**config.mk**
```make
export PLATFORM = sky130hd
export DESIGN_NAME = key_reset_sequencer_flat
export DESIGN_NICKNAME = d
export VERILOG_FILES = /design/src/rtl/key_reset_sequencer_pkg.sv /design/src/rtl/key_reset_sequencer_if.sv /design/src/rtl/key_reset_sequencer_debounce.sv /design/src/rtl/key_reset_sequencer.sv /design/src/flat_wrapper.sv
export SDC_FILE = /design/constraint.sdc
export NUM_CORES = 1
export LEC_CHECK = 0
export CAP_MARGIN = 25
export CORE_MARGIN = 3
export CORE_UTILIZATION = 45
export CTS_BUF_LIST = sky130_fd_sc_hd__clkbuf_2
export CTS_CLUSTER_SIZE = 28
export DETAILED_ROUTE_END_ITERATION = 16
export GPL_TIMING_DRIVEN = 0
export PLACE_DENSITY = 0.7
export SKIP_CTS_REPAIR_TIMING = 1
export SYNTH_ARGS = -nofsm -noshare
export SYNTH_HDL_FRONTEND = slang
export SYNTH_SLANG_ARGS = --single-unit
```
**constraint.sdc**
```tcl
create_clock -name iCLK -period 2.4 [get_ports iCLK]
set_clock_uncertainty 0.15 [all_clocks]
set_input_delay 0.48 -clock iCLK [delete_from_list [all_inputs] [get_ports iCLK]]
set_output_delay 0.48 -clock iCLK [all_outputs]
set_load 0.03 [all_outputs]
```
**src/rtl/key_reset_sequencer_pkg.sv**
```systemverilog
// Shared types and default parameters for the push-button front end and
// memory-port reset sequencer.
package bsod_ctrl_pkg;

    typedef enum logic [2:0] {
        SEQ_IDLE,
        SEQ_GLOBAL,
        SEQ_SOFT,
        SEQ_START,
        SEQ_WAIT_DONE
    } seq_state_t;

    localparam int DEF_NUM_KEYS           = 4;
    localparam int DEF_TICK_DIV           = 4000001;
    localparam int DEF_DEBOUNCE_DEPTH     = 3;
    localparam int DEF_SEQ_KEY            = 0;
    localparam int DEF_RST_HOLD_TICKS     = 2;
    localparam int DEF_DONE_TIMEOUT_TICKS = 0;
    localparam int DEF_HEARTBEAT_BIT      = 26;

    function automatic int max_int(input int a, input int b);
        return (a > b) ? a : b;
    endfunction

endpackage

```
**src/rtl/key_reset_sequencer_if.sv**
```systemverilog
// Board-side bundle of the sequencer: raw keys and done level in, debounced
// key events, memory reset controls and status out.
interface key_reset_sequencer_if
    import bsod_ctrl_pkg::*;
#(
    parameter int NUM_KEYS = DEF_NUM_KEYS
);
    logic [NUM_KEYS-1:0] iKEY_n;
    logic                iSEQ_DONE;
    logic [NUM_KEYS-1:0] oKEY_LEVEL;
    logic [NUM_KEYS-1:0] oPRESS;
    logic [NUM_KEYS-1:0] oRELEASE;
    logic                oTICK;
    logic                oGLOBAL_RST_n;
    logic                oSOFT_RST_n;
    logic                oSTART_n;
    logic                oBUSY;
    logic                oSEQ_REJECT;
    logic                oSEQ_TIMEOUT;
    logic                oHEARTBEAT;

    modport master (
        output iKEY_n, iSEQ_DONE,
        input  oKEY_LEVEL, oPRESS, oRELEASE, oTICK, oGLOBAL_RST_n, oSOFT_RST_n,
               oSTART_n, oBUSY, oSEQ_REJECT, oSEQ_TIMEOUT, oHEARTBEAT
    );

    modport slave (
        input  iKEY_n, iSEQ_DONE,
        output oKEY_LEVEL, oPRESS, oRELEASE, oTICK, oGLOBAL_RST_n, oSOFT_RST_n,
               oSTART_n, oBUSY, oSEQ_REJECT, oSEQ_TIMEOUT, oHEARTBEAT
    );
endinterface

```
**src/rtl/key_reset_sequencer_debounce.sv**
```systemverilog
// One key channel: 2-flop synchroniser, tick-sampled history and debounced
// level with one-cycle press/release pulses.
module key_debounce #(
    parameter int DEPTH = 3
) (
    input  logic clk,
    input  logic rst_n,
    input  logic tick,
    input  logic key_n,
    output logic level,
    output logic press_pulse,
    output logic release_pulse
);
    logic [1:0]       sync_reg;
    logic [DEPTH-1:0] samples_reg;
    logic [DEPTH-1:0] samples_next;
    logic             level_reg;
    logic             press_reg;
    logic             release_reg;

    assign samples_next = {samples_reg[DEPTH-2:0], sync_reg[1]};

    // Samples are raw active-low values; the level is active-high.
    always_ff @(posedge clk or negedge rst_n) begin
        if (!rst_n) begin
            sync_reg    <= 2'b11;
            samples_reg <= '1;
            level_reg   <= 1'b0;
            press_reg   <= 1'b0;
            release_reg <= 1'b0;
        end else begin
            sync_reg    <= {sync_reg[0], key_n};
            press_reg   <= 1'b0;
            release_reg <= 1'b0;
            if (tick) begin
                samples_reg <= samples_next;
                if (samples_next == '0 && !level_reg) begin
                    level_reg <= 1'b1;
                    press_reg <= 1'b1;
                end else if (samples_next == '1 && level_reg) begin
                    level_reg   <= 1'b0;
                    release_reg <= 1'b1;
                end
            end
        end
    end

    assign level         = level_reg;
    assign press_pulse   = press_reg;
    assign release_pulse = release_reg;
endmodule

```
**src/rtl/key_reset_sequencer.sv**
```systemverilog
// Key debouncing front end plus global-reset / soft-reset / start sequencer
// for the LPDDR2 test logic, with the board heartbeat.
module key_reset_sequencer
    import bsod_ctrl_pkg::*;
#(
    parameter int NUM_KEYS           = DEF_NUM_KEYS,
    parameter int TICK_DIV           = DEF_TICK_DIV,
    parameter int DEBOUNCE_DEPTH     = DEF_DEBOUNCE_DEPTH,
    parameter int SEQ_KEY            = DEF_SEQ_KEY,
    parameter int RST_HOLD_TICKS     = DEF_RST_HOLD_TICKS,
    parameter int DONE_TIMEOUT_TICKS = DEF_DONE_TIMEOUT_TICKS,
    parameter int HEARTBEAT_BIT      = DEF_HEARTBEAT_BIT
) (
    input  logic                  iCLK,
    input  logic                  iRST_n,
    key_reset_sequencer_if.slave  bus
);
    localparam int TICK_W   = $clog2(TICK_DIV);
    localparam int HOLD_MAX = max_int(RST_HOLD_TICKS, DONE_TIMEOUT_TICKS);
    localparam int HOLD_W   = (HOLD_MAX < 2) ? 1 : $clog2(HOLD_MAX);
    localparam bit TIMEOUT_EN = (DONE_TIMEOUT_TICKS > 0);
    localparam logic [TICK_W-1:0] TICK_LAST    = TICK_W'(TICK_DIV - 1);
    localparam logic [HOLD_W-1:0] HOLD_LAST    = HOLD_W'(RST_HOLD_TICKS - 1);
    localparam logic [HOLD_W-1:0] TIMEOUT_LAST =
        HOLD_W'(TIMEOUT_EN ? DONE_TIMEOUT_TICKS - 1 : 0);

    logic [TICK_W-1:0]     tick_cnt_reg;
    logic                  tick;
    logic [NUM_KEYS-1:0]   level;
    logic [NUM_KEYS-1:0]   press;
    logic [NUM_KEYS-1:0]   release_vec;
    logic                  seq_press;
    seq_state_t            state_reg;
    logic [HOLD_W-1:0]     hold_cnt_reg;
    logic                  global_rst_n_reg;
    logic                  soft_rst_n_reg;
    logic                  start_n_reg;
    logic                  busy_reg;
    logic                  timeout_reg;
    logic [HEARTBEAT_BIT:0] heartbeat_reg;

    assign tick = (tick_cnt_reg == TICK_LAST);

    always_ff @(posedge iCLK or negedge iRST_n) begin
        if (!iRST_n) begin
            tick_cnt_reg <= '0;
        end else begin
            tick_cnt_reg <= tick ? '0 : tick_cnt_reg + 1'b1;
        end
    end

    generate
        for (genvar gi = 0; gi < NUM_KEYS; gi++) begin : g_key
            key_debounce #(
                .DEPTH(DEBOUNCE_DEPTH)
            ) u_debounce (
                .clk          (iCLK),
                .rst_n        (iRST_n),
                .tick         (tick),
                .key_n        (bus.iKEY_n[gi]),
                .level        (level[gi]),
                .press_pulse  (press[gi]),
                .release_pulse(release_vec[gi])
            );
        end
    endgenerate

    assign seq_press = press[SEQ_KEY];

    // Each transition updates the reset lines on the same edge, so one phase
    // output rises exactly when the next one falls.
    always_ff @(posedge iCLK or negedge iRST_n) begin
        if (!iRST_n) begin
            state_reg        <= SEQ_IDLE;
            hold_cnt_reg     <= '0;
            global_rst_n_reg <= 1'b1;
            soft_rst_n_reg   <= 1'b1;
            start_n_reg      <= 1'b1;
            busy_reg         <= 1'b0;
            timeout_reg      <= 1'b0;
        end else begin
            timeout_reg <= 1'b0;
            case (state_reg)
                SEQ_IDLE: begin
                    hold_cnt_reg <= '0;
                    if (seq_press) begin
                        state_reg        <= SEQ_GLOBAL;
                        global_rst_n_reg <= 1'b0;
                        busy_reg         <= 1'b1;
                    end
                end
                SEQ_GLOBAL: begin
                    if (tick) begin
                        if (hold_cnt_reg == HOLD_LAST) begin
                            state_reg        <= SEQ_SOFT;
                            hold_cnt_reg     <= '0;
                            global_rst_n_reg <= 1'b1;
                            soft_rst_n_reg   <= 1'b0;
                        end else begin
                            hold_cnt_reg <= hold_cnt_reg + 1'b1;
                        end
                    end
                end
                SEQ_SOFT: begin
                    if (tick) begin
                        if (hold_cnt_reg == HOLD_LAST) begin
                            state_reg      <= SEQ_START;
                            hold_cnt_reg   <= '0;
                            soft_rst_n_reg <= 1'b1;
                            start_n_reg    <= 1'b0;
                        end else begin
                            hold_cnt_reg <= hold_cnt_reg + 1'b1;
                        end
                    end
                end
                SEQ_START: begin
                    if (tick) begin
                        state_reg    <= SEQ_WAIT_DONE;
                        hold_cnt_reg <= '0;
                        start_n_reg  <= 1'b1;
                    end
                end
                SEQ_WAIT_DONE: begin
                    // Done is checked first so it wins over a coinciding expiry.
                    if (bus.iSEQ_DONE) begin
                        state_reg <= SEQ_IDLE;
                        busy_reg  <= 1'b0;
                    end else if (TIMEOUT_EN && tick) begin
                        if (hold_cnt_reg == TIMEOUT_LAST) begin
                            state_reg   <= SEQ_IDLE;
                            busy_reg    <= 1'b0;
                            timeout_reg <= 1'b1;
                        end else begin
                            hold_cnt_reg <= hold_cnt_reg + 1'b1;
                        end
                    end
                end
                default: begin
                    state_reg        <= SEQ_IDLE;
                    hold_cnt_reg     <= '0;
                    global_rst_n_reg <= 1'b1;
                    soft_rst_n_reg   <= 1'b1;
                    start_n_reg      <= 1'b1;
                    busy_reg         <= 1'b0;
                end
            endcase
        end
    end

    always_ff @(posedge iCLK or negedge iRST_n) begin
        if (!iRST_n) begin
            heartbeat_reg <= '0;
        end else begin
            heartbeat_reg <= heartbeat_reg + 1'b1;
        end
    end

    assign bus.oKEY_LEVEL    = level;
    assign bus.oPRESS        = press;
    assign bus.oRELEASE      = release_vec;
    assign bus.oTICK         = tick;
    assign bus.oGLOBAL_RST_n = global_rst_n_reg;
    assign bus.oSOFT_RST_n   = soft_rst_n_reg;
    assign bus.oSTART_n      = start_n_reg;
    assign bus.oBUSY         = busy_reg;
    assign bus.oSEQ_REJECT   = seq_press & busy_reg;
    assign bus.oSEQ_TIMEOUT  = timeout_reg;
    assign bus.oHEARTBEAT    = heartbeat_reg[HEARTBEAT_BIT];
endmodule

```
**src/flat_wrapper.sv**
```systemverilog
// flat-port wrapper written by rule: the top's interface ports become plain ports
module key_reset_sequencer_flat import bsod_ctrl_pkg::*;
#(
    parameter int NUM_KEYS           = DEF_NUM_KEYS,
    parameter int TICK_DIV           = DEF_TICK_DIV,
    parameter int DEBOUNCE_DEPTH     = DEF_DEBOUNCE_DEPTH,
    parameter int SEQ_KEY            = DEF_SEQ_KEY,
    parameter int RST_HOLD_TICKS     = DEF_RST_HOLD_TICKS,
    parameter int DONE_TIMEOUT_TICKS = DEF_DONE_TIMEOUT_TICKS,
    parameter int HEARTBEAT_BIT      = DEF_HEARTBEAT_BIT
)
  (iCLK, iRST_n, bus_iKEY_n, bus_iSEQ_DONE, bus_oKEY_LEVEL, bus_oPRESS, bus_oRELEASE, bus_oTICK, bus_oGLOBAL_RST_n, bus_oSOFT_RST_n, bus_oSTART_n, bus_oBUSY, bus_oSEQ_REJECT, bus_oSEQ_TIMEOUT, bus_oHEARTBEAT);
  key_reset_sequencer_if #(.NUM_KEYS(NUM_KEYS)) bus_i ();
  input  logic iCLK;
  input  logic iRST_n;
  input wire logic [$bits(bus_i.iKEY_n)-1:0] bus_iKEY_n;
  input wire logic [$bits(bus_i.iSEQ_DONE)-1:0] bus_iSEQ_DONE;
  output wire logic [$bits(bus_i.oKEY_LEVEL)-1:0] bus_oKEY_LEVEL;
  output wire logic [$bits(bus_i.oPRESS)-1:0] bus_oPRESS;
  output wire logic [$bits(bus_i.oRELEASE)-1:0] bus_oRELEASE;
  output wire logic [$bits(bus_i.oTICK)-1:0] bus_oTICK;
  output wire logic [$bits(bus_i.oGLOBAL_RST_n)-1:0] bus_oGLOBAL_RST_n;
  output wire logic [$bits(bus_i.oSOFT_RST_n)-1:0] bus_oSOFT_RST_n;
  output wire logic [$bits(bus_i.oSTART_n)-1:0] bus_oSTART_n;
  output wire logic [$bits(bus_i.oBUSY)-1:0] bus_oBUSY;
  output wire logic [$bits(bus_i.oSEQ_REJECT)-1:0] bus_oSEQ_REJECT;
  output wire logic [$bits(bus_i.oSEQ_TIMEOUT)-1:0] bus_oSEQ_TIMEOUT;
  output wire logic [$bits(bus_i.oHEARTBEAT)-1:0] bus_oHEARTBEAT;
  assign bus_i.iKEY_n = bus_iKEY_n;
  assign bus_i.iSEQ_DONE = bus_iSEQ_DONE;
  assign bus_oKEY_LEVEL = bus_i.oKEY_LEVEL;
  assign bus_oPRESS = bus_i.oPRESS;
  assign bus_oRELEASE = bus_i.oRELEASE;
  assign bus_oTICK = bus_i.oTICK;
  assign bus_oGLOBAL_RST_n = bus_i.oGLOBAL_RST_n;
  assign bus_oSOFT_RST_n = bus_i.oSOFT_RST_n;
  assign bus_oSTART_n = bus_i.oSTART_n;
  assign bus_oBUSY = bus_i.oBUSY;
  assign bus_oSEQ_REJECT = bus_i.oSEQ_REJECT;
  assign bus_oSEQ_TIMEOUT = bus_i.oSEQ_TIMEOUT;
  assign bus_oHEARTBEAT = bus_i.oHEARTBEAT;
  key_reset_sequencer #(.NUM_KEYS(NUM_KEYS), .TICK_DIV(TICK_DIV), .DEBOUNCE_DEPTH(DEBOUNCE_DEPTH), .SEQ_KEY(SEQ_KEY), .RST_HOLD_TICKS(RST_HOLD_TICKS), .DONE_TIMEOUT_TICKS(DONE_TIMEOUT_TICKS), .HEARTBEAT_BIT(HEARTBEAT_BIT)) u_core (.iCLK(iCLK), .iRST_n(iRST_n), .bus(bus_i));
endmodule
```
==> impl_results.md, run 1 <==
* RSZ-0062 raised after global routing: yes
* Startpoint Class: register
* Hold Path Stages at 1
* Worst setup EP type: primary output
* Share of layout cells above drive strength 1 at 24.1%
* CTS Buffer Depth at 2
* Fmax at 372 MHz
* Initial antenna violation count at 0
* Power per Cell Area at 479 nW/um2
* Post-Synth Adder-Cell Area at 1.25%
* CTS clock-pin slew for the worst setup and hold paths at 0.21 ns
* Largest net degree at the start of global routing at 51
* Primary FF master, synth: dfrtp_1
* H-tree levels at 3
* I/O pin count at 27
* Leak at 2.12 nW
* Launching point of the worst reg2reg path: u_core.tick_cnt_reg[0]
* Syn Area/Cell at 11.4 um2
* Fin cells at 496
* Max incr delay on CP at 0.44 ns
* Die width at 98.0 um
* First-pass GRT wire length at 11400 um
* Multi-input logic area at 1500 um2
* Total Power at 2.19 mW
* Total die area at 9610 um2
* CTS Buf Count at 9
* Fin nets at 399
* Cells after Synth at 333
* Peak VDD IR at 0.000277 V
* GP Congestion at 0.878
* Synthesis-stage register bit count at 85
* Failing checks: setup timing
* Worst r2r dst: u_core.tick_cnt_reg[16]
* Max-slew violation count at 0
* Syn nets at 343
* DIE HEIGHT at 98.0 um
* Drt first pass iters at 4
* Number of flops mapped to enable cells by yosys at 0
* DP Area at 4220 um2
* Vias in the first global route at 2451
* Critical Path Source: u_core.tick_cnt_reg[0]
* Root buffer cell: clkbuf_2
* Dpl hpwl at 4550 um
* Compound-Gate Fraction of Synth Area at 6.07%
* Final Instance Area at 4560 um2
* Vias at 2654
* CTS tree: yes
* PortBufs at 25
* Tcrit/Tclk final at 112%
* Synth Area in Simple Gates at 17.8%
* Initial Util at 47.8%
* Unique masters post-synth at 52
* Reg area at 2150 um2
* Std cell rows at 32
* DRC viols at 0
* Max-slew headroom at 40.9%
* Final setup vio count at 1
* Xor/xnor share of the synthesized area at 9.19%
* Synthesis-to-layout area growth at 19.6%
* Hold Path Class: input pin to register
* CP cell instances: inv_1, ha_2, nor4b_4, nand2_2, or2_4, buf_12, clkinv_8, buf_8
* Post-placement cell count at 461
* Final Hold Vio Count at 0
* Filler cells at 672
* Ys Warns at 0
* Final core utilization at 57.2%
* Mux contribution to synthesized area at 4.00%
* Vias/cell at 5.35
* Max reg flops at 27
* Worst hold margin at 0.206 ns
* Setup CP Type: register to primary output
* Ys async rst share at 100%
* Register-to-register setup slack at 0.07 ns
* Detailed Route WL at 6810 um
* Crit path max-delay cell type: dfrtp_1
* Grt total ovfl at 0
* Core area at 7970 um2
* CP Max Fanout at 5
* Required time of the worst setup path at 1.77 ns
* Seq/Total Area, Yosys at 56.4%
* Final setup TNS at -0.289 ns
* Worst r2r path cells at 7
* Min-delay src: bus_iKEY_n[2]
* Final min period at 2.69 ns
* Mapped Area at 3810 um2
* Post-DRT Antenna Nets at 0
* Placement Setup Slack at -0.824 ns
* Global-route usage over all layers at 14.3%
* Clk sinks at 85
* Clk_lat worst skew at 0.50 ns
* Antenna diodes at 0
* Outcome: complete, but fails checks
* Max_cap viols at 0
* CP arrival at 2.06 ns
* Largest family of logic cells by synthesized area: simple AND/OR/NAND/NOR gates
* Routed wire per std cell at 13.7 um
* 1st-iter DRT viols at 124
* Least-Margin Pin Slew at 0.878 ns
* Worst Hold End: u_core.g_key[2].u_debounce.sync_reg[0]
* PnR worst setup slack at -0.289 ns
[synth_stat cells (2+ instances only)]
master      n  share of area, %
nor3_1     11               1.4
o31ai_1     6               1.2
and2_1      3              0.49
dfrtp_1    66                43
mux2i_1     4               1.1
inv_1      13               1.3
a21oi_2     2              0.46
clkbuf_1    7              0.69
and3_1      4              0.66
a2bb2oi_1   4              0.92
or3_1       3              0.49
mux2_4      3               1.2
nand3_2     2              0.53
mux2_1      3              0.89
dfstp_2    19                13
ha_1        3              0.98
nor2_1     15               1.5
o21ai_0     7              0.92
a21oi_1     3              0.39
nand2_1    23               2.3
xor2_1      9               2.1
mux2_2      3              0.89
nand4_1    16               2.6
nand3_1    17               2.2
and4_1      5               1.1
nor4_1     10               1.6
nor3b_1     4              0.79
buf_4      13               2.6
buf_2       2              0.26
xnor2_1    31               7.1
[kinds of logic after synthesis]
family                     count (synthesis)
other                                      1
muxes                                     13
and+or+nand+nor                          122
adders and majority gates                  4
DFF                                       85
AOI/OAI and AO/OA                         31
xor gates and xnor gates                  40
buffers and inverters                     37
[critical path, delay by kind of cell, from the launching register on]
kind                       cells  cell delay [ns]
DFF                            1             0.44
adders and majority gates      1             0.16
buffers and inverters          4             0.36
and+or+nand+nor                3             0.61
[how the worst max path moves through the flow]
stage / end / slack (ns)
floorplan: bus_oTICK / 0.07
global placement: u_core.heartbeat_reg[18] / -2.30
detailed placement: bus_oTICK / -0.82
CTS: bus_oTICK / -1.43
global route: bus_oTICK / -0.44
finish: bus_oTICK / -0.29
[cells in the final DEF, fill, tap and decap left out, types with 7 or more instances in the layout]
cell and n:
xnor2_1 31, xor2_1 9, dfstp_2 19, nor2_1 15, nand3_1 17, inv_1 13
clkdlybuf4s50_1 14, o21ai_0 7, dfrtp_1 65, clkbuf_2 14, nand4_1 16, nor3_1 11
dlymetal6s2s_1 9, buf_4 34, nand2_1 23, nor4_1 8
[where the power goes]
group	switching [mW]	internal, mW
Clock	0.426	0.261
Combinational	0.0312	0.0154
Sequential	0.00439	1.45
Total	0.462	1.72
[layer usage]
metal	vias up	track usage, %	routed length, um
li1	1278	-	-
met1	1314	19.3	3130
met2	56	22.9	3310
met3	6	4.71	318
met4	0	2.66	52
met5	-	0	0
[area by class of cell]
type	count	area share, %
plain buffers	21	3.24
flip-flops and latches	85	47.2
well taps	102	2.80
clock inverters	2	0.741
multi-input cells	211	32.9
clock buffers	14	1.54
inverters	14	1.43
repair buffers	47	10.2
Power figures use the tool's default switching activity.
==> run 2: changes to the inputs <==
--- a/config.mk
+++ b/config.mk
@@ -5,10 +5,12 @@
 export SDC_FILE = /design/constraint.sdc
 export NUM_CORES = 1
 export LEC_CHECK = 0
+export ABC_AREA = 0
 export CAP_MARGIN = 25
 export CORE_MARGIN = 3
 export CORE_UTILIZATION = 45
 export CTS_BUF_LIST = sky130_fd_sc_hd__clkbuf_2
+export CTS_CLUSTER_DIAMETER = 80
 export CTS_CLUSTER_SIZE = 28
 export DETAILED_ROUTE_END_ITERATION = 16
 export GPL_TIMING_DRIVEN = 0
==> results of run 2 <==
The final DEF is identical to that of run 1; final timing and power are the same.
